==> src/rtl/espi_mux_sequencer_if.sv <==
// ---------------------------------------------------------------------------
// espi_mux_sequencer_if
// Groups the reset, tick, handshake and mux-select signals of the eSPI mux
// sequencer. Clock and reset stay plain ports on the module.
//
// Signals:
//   i1uSCE          one-clock pulse every 1 us
//   iRsmRst_N       PCH RSMRST#, synchronized, low = in reset
//   RST_SRST_BMC_N  BMC SRST#, synchronized, low = in reset
//   iReStrapReq     BMC re-strap request (four-phase level)
//   oEspiMuxPCHSel  PCH mux select, 0 = strap, 1 = eSPI function
//   oEspiMuxBMCSel  BMC mux select, 0 = strap, 1 = eSPI function
//   oEspiReady      both sides in function mode
//   oReStrapAck     re-strap acknowledge
//   oState          current state encoding, for debug
//
// Modports:
//   master  board / bench side: drives the inputs, observes the outputs
//   slave   sequencer side
// ---------------------------------------------------------------------------
interface espi_mux_sequencer_if;
    logic       i1uSCE;
    logic       iRsmRst_N;
    logic       RST_SRST_BMC_N;
    logic       iReStrapReq;
    logic       oEspiMuxPCHSel;
    logic       oEspiMuxBMCSel;
    logic       oEspiReady;
    logic       oReStrapAck;
    logic [2:0] oState;

    modport master (
        output i1uSCE, iRsmRst_N, RST_SRST_BMC_N, iReStrapReq,
        input  oEspiMuxPCHSel, oEspiMuxBMCSel, oEspiReady, oReStrapAck, oState
    );

    modport slave (
        input  i1uSCE, iRsmRst_N, RST_SRST_BMC_N, iReStrapReq,
        output oEspiMuxPCHSel, oEspiMuxBMCSel, oEspiReady, oReStrapAck, oState
    );
endinterface

==> src/rtl/espi_mux_sequencer.sv <==
// ---------------------------------------------------------------------------
// espi_mux_sequencer
// Sequences the eSPI strap/function muxes for the PCH and BMC sides. Both
// muxes stay in strap position until PCH RSMRST# and BMC SRST# are both
// released, then the straps are held for STRAP_HOLD_US microsecond ticks,
// the BMC side is switched to function mode, and after GUARD_US ticks the
// PCH side follows. A BMC re-strap request drains in reverse order (PCH
// first) and completes a four-phase request/acknowledge handshake.
//
// Parameters:
//   STRAP_HOLD_US  ticks spent holding straps (1..255, 0 behaves as 1)
//   GUARD_US       ticks between BMC and PCH select edges (1..255, 0 as 1)
//
// Ports:
//   iClk    system clock
//   iRst_n  synchronous active-low reset
//   bus     espi_mux_sequencer_if.slave (tick, resets, handshake, selects)
// ---------------------------------------------------------------------------
module espi_mux_sequencer #(
    parameter int unsigned STRAP_HOLD_US = 2,
    parameter int unsigned GUARD_US      = 1
) (
    input  logic                  iClk,
    input  logic                  iRst_n,
    espi_mux_sequencer_if.slave   bus
);

    typedef enum logic [2:0] {
        IDLE    = 3'd0,
        HOLD    = 3'd1,
        BMC_ON  = 3'd2,
        ACTIVE  = 3'd3,
        DRAIN   = 3'd4,
        RESTRAP = 3'd5
    } state_t;

    // Terminal count values; a zero parameter collapses to a one-tick phase.
    localparam logic [7:0] HOLD_LAST  = (STRAP_HOLD_US == 0) ? 8'd0 : 8'(STRAP_HOLD_US - 1);
    localparam logic [7:0] GUARD_LAST = (GUARD_US == 0)      ? 8'd0 : 8'(GUARD_US - 1);

    state_t     r_state;
    logic [7:0] r_count;
    logic       r_pchSel;
    logic       r_bmcSel;
    logic       r_ready;
    logic       r_ack;

    state_t     w_nextState;
    logic [7:0] w_nextCount;
    logic       w_resetsHigh;

    assign w_resetsHigh = bus.iRsmRst_N & bus.RST_SRST_BMC_N;

    // Next-state logic. A low reset input wins over everything else,
    // including a terminal tick arriving in the same cycle. The timed
    // phases count ticks upward and leave on the tick that hits the
    // terminal value; the counter restarts at zero on every state change.
    always_comb begin
        w_nextState = r_state;
        w_nextCount = r_count;
        if (!w_resetsHigh) begin
            w_nextState = IDLE;
        end else begin
            case (r_state)
                IDLE: begin
                    w_nextState = HOLD;
                end
                HOLD: begin
                    if (bus.i1uSCE) begin
                        if (r_count == HOLD_LAST) w_nextState = BMC_ON;
                        else                      w_nextCount = r_count + 8'd1;
                    end
                end
                BMC_ON: begin
                    if (bus.i1uSCE) begin
                        if (r_count == GUARD_LAST) w_nextState = ACTIVE;
                        else                       w_nextCount = r_count + 8'd1;
                    end
                end
                ACTIVE: begin
                    if (bus.iReStrapReq) w_nextState = DRAIN;
                end
                DRAIN: begin
                    if (bus.i1uSCE) begin
                        if (r_count == GUARD_LAST) w_nextState = RESTRAP;
                        else                       w_nextCount = r_count + 8'd1;
                    end
                end
                RESTRAP: begin
                    if (!bus.iReStrapReq) w_nextState = HOLD;
                end
                default: begin
                    w_nextState = IDLE;
                end
            endcase
        end
        if (w_nextState != r_state) w_nextCount = 8'd0;
    end

    // State, counter and outputs. Outputs are decoded from the next state
    // so they move on the same edge as the debug state.
    always_ff @(posedge iClk) begin
        if (!iRst_n) begin
            r_state  <= IDLE;
            r_count  <= 8'd0;
            r_pchSel <= 1'b0;
            r_bmcSel <= 1'b0;
            r_ready  <= 1'b0;
            r_ack    <= 1'b0;
        end else begin
            r_state  <= w_nextState;
            r_count  <= w_nextCount;
            r_bmcSel <= (w_nextState == BMC_ON) || (w_nextState == ACTIVE) ||
                        (w_nextState == DRAIN);
            r_pchSel <= (w_nextState == ACTIVE);
            r_ready  <= (w_nextState == ACTIVE);
            r_ack    <= (w_nextState == RESTRAP);
        end
    end

    assign bus.oEspiMuxPCHSel = r_pchSel;
    assign bus.oEspiMuxBMCSel = r_bmcSel;
    assign bus.oEspiReady     = r_ready;
    assign bus.oReStrapAck    = r_ack;
    assign bus.oState         = r_state;

endmodule
==> src/flat_wrapper.sv <==
// flat-port wrapper written by rule: the top's interface ports become plain ports
module espi_mux_sequencer_flat 
#(
    parameter int unsigned STRAP_HOLD_US = 2,
    parameter int unsigned GUARD_US      = 1
)
  (iClk, iRst_n, bus_i1uSCE, bus_iRsmRst_N, bus_RST_SRST_BMC_N, bus_iReStrapReq, bus_oEspiMuxPCHSel, bus_oEspiMuxBMCSel, bus_oEspiReady, bus_oReStrapAck, bus_oState);
  espi_mux_sequencer_if bus_i ();
  input  logic iClk;
  input  logic iRst_n;
  input wire logic [$bits(bus_i.i1uSCE)-1:0] bus_i1uSCE;
  input wire logic [$bits(bus_i.iRsmRst_N)-1:0] bus_iRsmRst_N;
  input wire logic [$bits(bus_i.RST_SRST_BMC_N)-1:0] bus_RST_SRST_BMC_N;
  input wire logic [$bits(bus_i.iReStrapReq)-1:0] bus_iReStrapReq;
  output wire logic [$bits(bus_i.oEspiMuxPCHSel)-1:0] bus_oEspiMuxPCHSel;
  output wire logic [$bits(bus_i.oEspiMuxBMCSel)-1:0] bus_oEspiMuxBMCSel;
  output wire logic [$bits(bus_i.oEspiReady)-1:0] bus_oEspiReady;
  output wire logic [$bits(bus_i.oReStrapAck)-1:0] bus_oReStrapAck;
  output wire logic [$bits(bus_i.oState)-1:0] bus_oState;
  assign bus_i.i1uSCE = bus_i1uSCE;
  assign bus_i.iRsmRst_N = bus_iRsmRst_N;
  assign bus_i.RST_SRST_BMC_N = bus_RST_SRST_BMC_N;
  assign bus_i.iReStrapReq = bus_iReStrapReq;
  assign bus_oEspiMuxPCHSel = bus_i.oEspiMuxPCHSel;
  assign bus_oEspiMuxBMCSel = bus_i.oEspiMuxBMCSel;
  assign bus_oEspiReady = bus_i.oEspiReady;
  assign bus_oReStrapAck = bus_i.oReStrapAck;
  assign bus_oState = bus_i.oState;
  espi_mux_sequencer #(.STRAP_HOLD_US(STRAP_HOLD_US), .GUARD_US(GUARD_US)) u_core (.iClk(iClk), .iRst_n(iRst_n), .bus(bus_i));
endmodule
==> config.mk <==
export PLATFORM = sky130hd
export DESIGN_NAME = espi_mux_sequencer_flat
export DESIGN_NICKNAME = d
export VERILOG_FILES = /design/src/rtl/espi_mux_sequencer_if.sv /design/src/rtl/espi_mux_sequencer.sv /design/src/flat_wrapper.sv
export SDC_FILE = /design/constraint.sdc
export NUM_CORES = 1
export LEC_CHECK = 0
export ABC_AREA = 1
export CORE_AREA = 2 2 47 49
export CTS_BUF_LIST = sky130_fd_sc_hd__clkbuf_4
export DETAILED_ROUTE_END_ITERATION = 8
export DIE_AREA = 0 0 49 51
export PLACE_DENSITY = 0.82
export SYNTH_ARGS = -nofsm -noshare
export SYNTH_HDL_FRONTEND = slang
export SYNTH_SLANG_ARGS = --single-unit
==> constraint.sdc <==
create_clock -name iClk -period 1.5 [get_ports iClk]
set_input_delay 0.225 -clock iClk [delete_from_list [all_inputs] [get_ports iClk]]
set_output_delay 0.225 -clock iClk [all_outputs]
set_load 0.02 [all_outputs]
==> results of run 1 <==
[kinds of logic (layout without fill, tap and decap cells)]
kind of cell | count (synthesis) | after routing
simple gates | 87 | 88
buf+inv | 23 | 57
flops | 14 | 14
xor+xnor | 7 | 7
compound gates | 6 | 6
fa+ha+maj | 3 | 3
[how the worst min path moves through the flow]
stage | endpoint | cells past startpoint
after floorplan | u_core.bus.oState[1]$_SDFF_PN0_ | 2
after global placement | u_core.r_count[7]$_SDFFE_PP0P_ | 4
after detailed placement | u_core.r_count[7]$_SDFFE_PP0P_ | 4
after CTS | u_core.r_count[7]$_SDFFE_PP0P_ | 4
after global routing | u_core.r_count[7]$_SDFFE_PP0P_ | 4
final | u_core.r_count[7]$_SDFFE_PP0P_ | 4
[power by group]
part           switching, W  internal (W)  total (W)
registers        0.00000293      0.000371   0.000374
clock network      0.000118     0.0000967   0.000214
logic             0.0000478     0.0000379  0.0000858
total              0.000168      0.000505   0.000674
[synth_stat cells, drive strengths merged]
master / number / area [µm²]
buf: 1 / 7.51
nand4: 2 / 12.5
inv: 22 / 87.6
nand2: 42 / 188
nor3: 1 / 16.3
dfxtp: 14 / 280
a21oi: 2 / 21.3
nand3: 20 / 110
o21ai: 4 / 23.8
ha: 3 / 37.5
nor2: 22 / 118
xor2: 2 / 17.5
xnor2: 5 / 43.8
[what timing repair did]
item,4_1_cts,5_1_grt
pin swaps,2,16
setup endpoints to repair,11,13
resized for setup,7,20
buffers inserted,0,4
hold endpoints to repair,0,0
cloned,0,1
[layer usage]
| layer | part of all wire (%) | GRT usage, % | up-vias |
|---|---|---|---|
| met3 | 4.2 | 5.85 | 4 |
| li1 | - | - | 504 |
| met1 | 38 | 17.8 | 460 |
| met2 | 57 | 35.8 | 20 |
| met5 | 0 | 0 | - |
| met4 | 1.1 | 4.29 | 0 |
[registers in the layout (all words and copies together) (netlist names)]
| signal | count |
|---|---|
| u_core.bus.oReStrapAck | 1 |
| u_core.bus.oState | 3 |
| u_core.bus.oEspiMuxBMCSel | 1 |
| u_core.r_count | 8 |
| u_core.bus.oEspiReady | 1 |
[per-stage QoR]
stage	total power [W]	hold WS (ns)	area, µm²
3_5_place_dp	0.000461	0.568	1220
6_report	0.000674	0.566	1350
2_1_floorplan	0.000426	0.367	965
4_1_cts	0.000676	0.580	1250
3_3_place_gp	0.000459	0.565	1220
5_1_grt	0.000710	0.582	1350
[cell type report]
cell class / instances / area (µm²)
Timing Repair Buffer: 31 / 265
Clock buffer: 3 / 22.5
Multi-Input combinational cell: 104 / 638
Sequential cell: 14 / 293
Inverter: 22 / 87.6
Clock inverter: 1 / 3.75
Tap cell: 28 / 35.0
Fill cell: 183 / 718
[critical path: cells and delay by family (launching register included)]
family	cells	cell delay, ns
flops	1	0.38
simple gates	8	0.90
compound gates	1	0.13
[layout by cell type (no fill, tap or decap), types with 2 or more instances in the layout]
master           synthesis  layout
inv_1                   16      15
clkdlybuf4s50_1          0       8
nor2_2                   8      10
dfxtp_1                 14       6
nand3_2                  2       3
nor2_1                  12       8
nand2_4                  2       3
dfxtp_2                  0       7
nand3_1                 18      17
o21ai_2                  1       2
buf_4                    1      18
ha_1                     3       3
nand4_1                  2       2
nand2_2                  6      10
nand2_1                 34      30
nor2_4                   2       4
clkbuf_4                 0       3
xnor2_1                  5       5
inv_2                    5       6
dlygate4sd2_1            0       3
xor2_1                   2       2
==> results.toml, run 1 <==
[status]
outcome = "finished, final reports clean"

[setup_path]
worstSetupPathType = "flop to flop"
start_kind = "flop"
crit_path_end = "u_core.r_count[6]$_SDFFE_PP0P_"
cp-startpoint = "u_core.bus.oState[1]$_SDFF_PN0_"
crit_arrival_ns = 1.70
r2r_start = "u_core.bus.oState[1]$_SDFF_PN0_"
reg2reg_slack_ns = 0.02
slowest_delay_ns = 0.38
path_cells = "nor2_2, nand2_1, nand3_1, nand3_1, o21ai_0, nand2_2, nor2_4, nand2_4, nor2_2"
crit_required_ns = 1.72
critical_path.max_fanout = 8
crit_path_end_kind = "flop"
reg2reg_depth = 9
slowest_stage = "dfxtp_2"
r2r-end = "u_core.r_count[6]$_SDFFE_PP0P_"

[timing]
max-slew-margin-rel_pct = 81.2
fin_crit_sh_pct = 99.0
worst_pin_slew_ns = 0.280
hold_violations = 0
rsz0062_at_grt = "yes"
timing.final.ws_setup_ns = 0.0157
fin_tns_setup_ns = 0
period_needed_ns = 1.48
setup_viol = 0
skew_ns = 0.00581
clock.fmax_mhz = 674
slew_viol_final = 0

[clock_network]
cts.clk_slew.worst_paths_ns = 0.08
htree_levels = 1
clockBufferDepth = 2
clock_latency_ns = 0.28
holdBufCountCts = 0
cts_root_buf = "clkbuf_4"
cts_buffers = 3
cts_tree = "done"
cts_num_sinks = 14

[grt]
grt_pass1_vias = 888
globalRoute.totalOverflow = 0
grt_pass1_wl_um = 3480
antenna_found_initial = 0
grt_max_degree = 10
grt_usage_pct = 17.9

[floorplan]
fp.dieH_um = 51
dieArea_um2 = 2500
io_pins = 13
rows = 17
design.core.area_um2 = 2060
initial_core_util_pct = 46.7
die_x_um = 49

[layout]
area_delta_synth_final_pct = 39.6
fin_util_pct = 65.2
layout.nets = 185
drive_above_1_share_pct = 40.6
antenna_cells = 0
stdcell_count = 203

[yosys]
synth_cell_types = 23
syn-cell-area_um2 = 963
synth_fa_ha_area_share_pct = 3.90
synth_top_family_by_area = "simple AND/OR/NAND/NOR gates"
syn_inst = 140
yosysWarnings = 0
ys_seq_elements = 14
synth_nets = 149
synth-compound-area-share_pct = 4.68
syn_area_per_cell_um2 = 6.88
synth-simple-area-share_pct = 46.1
synthXorXnorAreaFrac_pct = 6.36
yosys-mux-area-fraction_pct = 0
seq_area_frac_synth_pct = 29.1

[run]
cap_violations = 0

[drt]
drc = 0
antenna_left = 0
first_pass_iters = 4
vias = 988
drt-initial-drc-count = 19
drt_wl_total_um = 2190
vias_per_cell = 4.87
wl_per_cell_um = 10.8

[worst_hold_path]
hp-start = "u_core.r_count[7]$_SDFFE_PP0P_"
min-delay-path-class = "flop to flop"

[placed_design]
place_ws_ns = -0.190
hpwl_um = 1550
place_congestion = 0.833
portBuffers = 12
place_inst = 194

[power_and_ir_drop]
leakagePower_nw = 0.646
powerDensity_nw_per_um2 = 501
irDropWorstVdd_uv = 344
No activity file was read; power rests on OpenSTA's default activity.
==> inputs of run 2 (changes only) <==
==> constraint.sdc (replaced) <==
create_clock -name iClk -period 1.3 [get_ports iClk]
set_input_delay 0.195 -clock iClk [delete_from_list [all_inputs] [get_ports iClk]]
set_output_delay 0.195 -clock iClk [all_outputs]
set_load 0.02 [all_outputs]
==> run 2 against run 1 <==
  * Largest cell class unchanged
  * Maximum frequency up 2.2%
  * Die area did not move
  * Critical endpoint is now u_core.r_count[5]$_SDFFE_PP0P_
  * Clock-buffer cell count did not move
  * Combinational power increased by 26%
  * Global-route usage up 2.8 points
  * Sequential share of layout area down 1.3 points
  * The run now ends with setup timing left
  * Utilization increased by 5.9 points
==> results.toml, run 2 (same netlist as run 1, synthesis figures left out) <==
[grt]
grt_max_degree = 9
grt_usage_pct = 20.7
grt_pass1_wl_um = 3990
globalRoute.totalOverflow = 0
grt_pass1_vias = 1012
antenna_found_initial = 0

[clock_network]
cts_buffers = 3
clockBufferDepth = 2
clock_latency_ns = 0.30
holdBufCountCts = 0
cts_tree = "done"
cts_num_sinks = 14
htree_levels = 1
cts.clk_slew.worst_paths_ns = 0.10
cts_root_buf = "clkbuf_4"

[run]
cap_violations = 0

[placed_design]
hpwl_um = 1800
place_congestion = 0.894
portBuffers = 12
dpl-instance-area_um2 = 1290
place_inst = 200

[layout]
antenna_cells = 0
final_common_cell = "nand2_1"
stdcell_area_um2 = 1470
mostFrequentLayoutCells = "nand2_1 (23), buf_4 (20), nand3_1 (14), nand2_2 (14), inv_1 (13)"
drive_above_1_share_pct = 52.5
largest_register_ffs = 8
regMostFlops = "u_core.r_count"
area_delta_synth_final_pct = 52.3
stdcell_count = 205
layout.nets = 187
fillers = 171

[setup_path]
critical_path.max_fanout = 8
crit_path_end = "u_core.r_count[5]$_SDFFE_PP0P_"
r2r-end = "u_core.r_count[5]$_SDFFE_PP0P_"
crit_arrival_ns = 1.68
cp-startpoint = "u_core.bus.oState[1]$_SDFF_PN0_"
r2r_start = "u_core.bus.oState[1]$_SDFF_PN0_"
crit_path_end_kind = "flop"
worstSetupPathType = "flop to flop"
reg2reg_slack_ns = -0.15
start_kind = "flop"
crit_required_ns = 1.53
reg2reg_depth = 9

[drt]
first_pass_iters = 5
drc = 0
drt_wl_total_um = 2540
vias = 1039
wl_per_cell_um = 12.4
vias_per_cell = 5.07
antenna_left = 0
drt-initial-drc-count = 27

[timing]
hold_violations = 0
fin_crit_sh_pct = 112
setup_viol = 10
worst_pin_slew_ns = 0.305
slew_viol_final = 0
rsz0062_at_grt = "yes"
period_needed_ns = 1.45
fin_hold_ws_ns = 0.617
clock.fmax_mhz = 689
timing.final.ws_setup_ns = -0.152
skew_ns = 0.00942
max-slew-margin-rel_pct = 79.6

[power_and_ir_drop]
leakagePower_nw = 0.656
power.total_w = 0.000806
irDropWorstVdd_uv = 600
powerDensity_nw_per_um2 = 549

[floorplan]
io_pins = 13
design.core.area_um2 = 2060
die_x_um = 49
dieArea_um2 = 2500
rows = 17
initial_core_util_pct = 46.7
fp.dieH_um = 51

[worst_hold_path]
min-delay-path-class = "primary input to flop"

[status]
violations = "setup timing"
outcome = "finished with violations"
-- run 2: cell types whose count changed in the layout (fill, tap and decap cells not counted), sizes merged --
cell / before / now
dlygate4sd2: 3 / 6
dlymetal6s2s: 1 / 0
clkdlybuf4s50: 8 / 5
buf: 19 / 22
-- run 2: worst min path at each step --
stage | from | endpoint | slack [ns] | cells past startpoint
after floorplan | iRst_n | u_core.bus.oState[1]$_SDFF_PN0_ | 0.33 | 2
after global placement | u_core.r_count[0]$_SDFFE_PP0P_ | u_core.r_count[0]$_SDFFE_PP0P_ | 0.63 | 3
after detailed placement | u_core.r_count[0]$_SDFFE_PP0P_ | u_core.r_count[0]$_SDFFE_PP0P_ | 0.66 | 3
after CTS | iRst_n | u_core.bus.oState[0]$_SDFF_PN0_ | 0.59 | 3
after global routing | iRst_n | u_core.bus.oState[0]$_SDFF_PN0_ | 0.63 | 3
final | iRst_n | u_core.bus.oState[0]$_SDFF_PN0_ | 0.62 | 3
-- run 2: layout make-up --
class / count / area (µm²) / share of cell area, %
Clock inverter: 1 / 3.75 / 0.256
Multi-Input combinational cell: 104 / 747 / 50.9
Inverter: 22 / 90.1 / 6.14
Sequential cell: 14 / 300 / 20.5
Timing Repair Buffer: 33 / 269 / 18.3
Clock buffer: 3 / 22.5 / 1.53
Tap cell: 28 / 35.0 / 2.39
-- run 2: repair_timing --
| item | 4_1_cts | 5_1_grt |
|---|---|---|
| gates cloned | 1 | 0 |
| resized for setup | 33 | 18 |
| pin swaps | 8 | 7 |
| setup endpoints to repair | 19 | 13 |
| setup buffers | 0 | 0 |
-- run 2: through the flow --
stage	setup slack [ns]	utilization, %	setup TNS (ns)
after floorplan	-0.0307	-	-0.153
final	-0.152	71.1	-1.21
after global placement	-0.323	62.8	-3.00
after global routing	-0.259	71.1	-2.42
after detailed placement	-0.365	62.8	-3.36
after CTS	-0.124	68.1	-0.975
-- run 2: routing by layer --
metal / GRT usage [%] / wire (µm) / part of all wire [%]
met1: 20.1 / 954 / 38
met2: 39.0 / 1390 / 55
met3: 4.39 / 112 / 4.4
met4: 14.8 / 87 / 3.4
met5: 0 / 0 / 0
-- run 2: report_power, final --
group / leakage [nW] / switching (W) / internal, W
clock: 0.0154 / 0.000159 / 0.000112
sequential: 0.118 / 0.00000358 / 0.000423
combinational: 0.523 / 0.0000622 / 0.0000462
total: 0.656 / 0.000225 / 0.000581
-- run 2: critical path, stage by stage (launching register included) --
cell     delay [ns]
dfxtp_4        0.38
nor2_2         0.15
nand2_2        0.10
nand3_1        0.13
nand3_1        0.13
o21ai_2        0.10
nand2_2        0.08
nor2_4         0.12
nand2_4        0.11
nor2_2         0.10
==> inputs of run 3 (changes only) <==
--- a/config.mk
+++ b/config.mk
@@ -6,6 +6,7 @@
 export NUM_CORES = 1
 export LEC_CHECK = 0
 export ABC_AREA = 1
+export ABC_CLOCK_PERIOD_IN_PS = 1300
 export CORE_AREA = 2 2 47 49
 export CTS_BUF_LIST = sky130_fd_sc_hd__clkbuf_4
 export DETAILED_ROUTE_END_ITERATION = 8
==> results of run 3 <==
The final DEF is identical to that of run 2; final timing and power are the same.
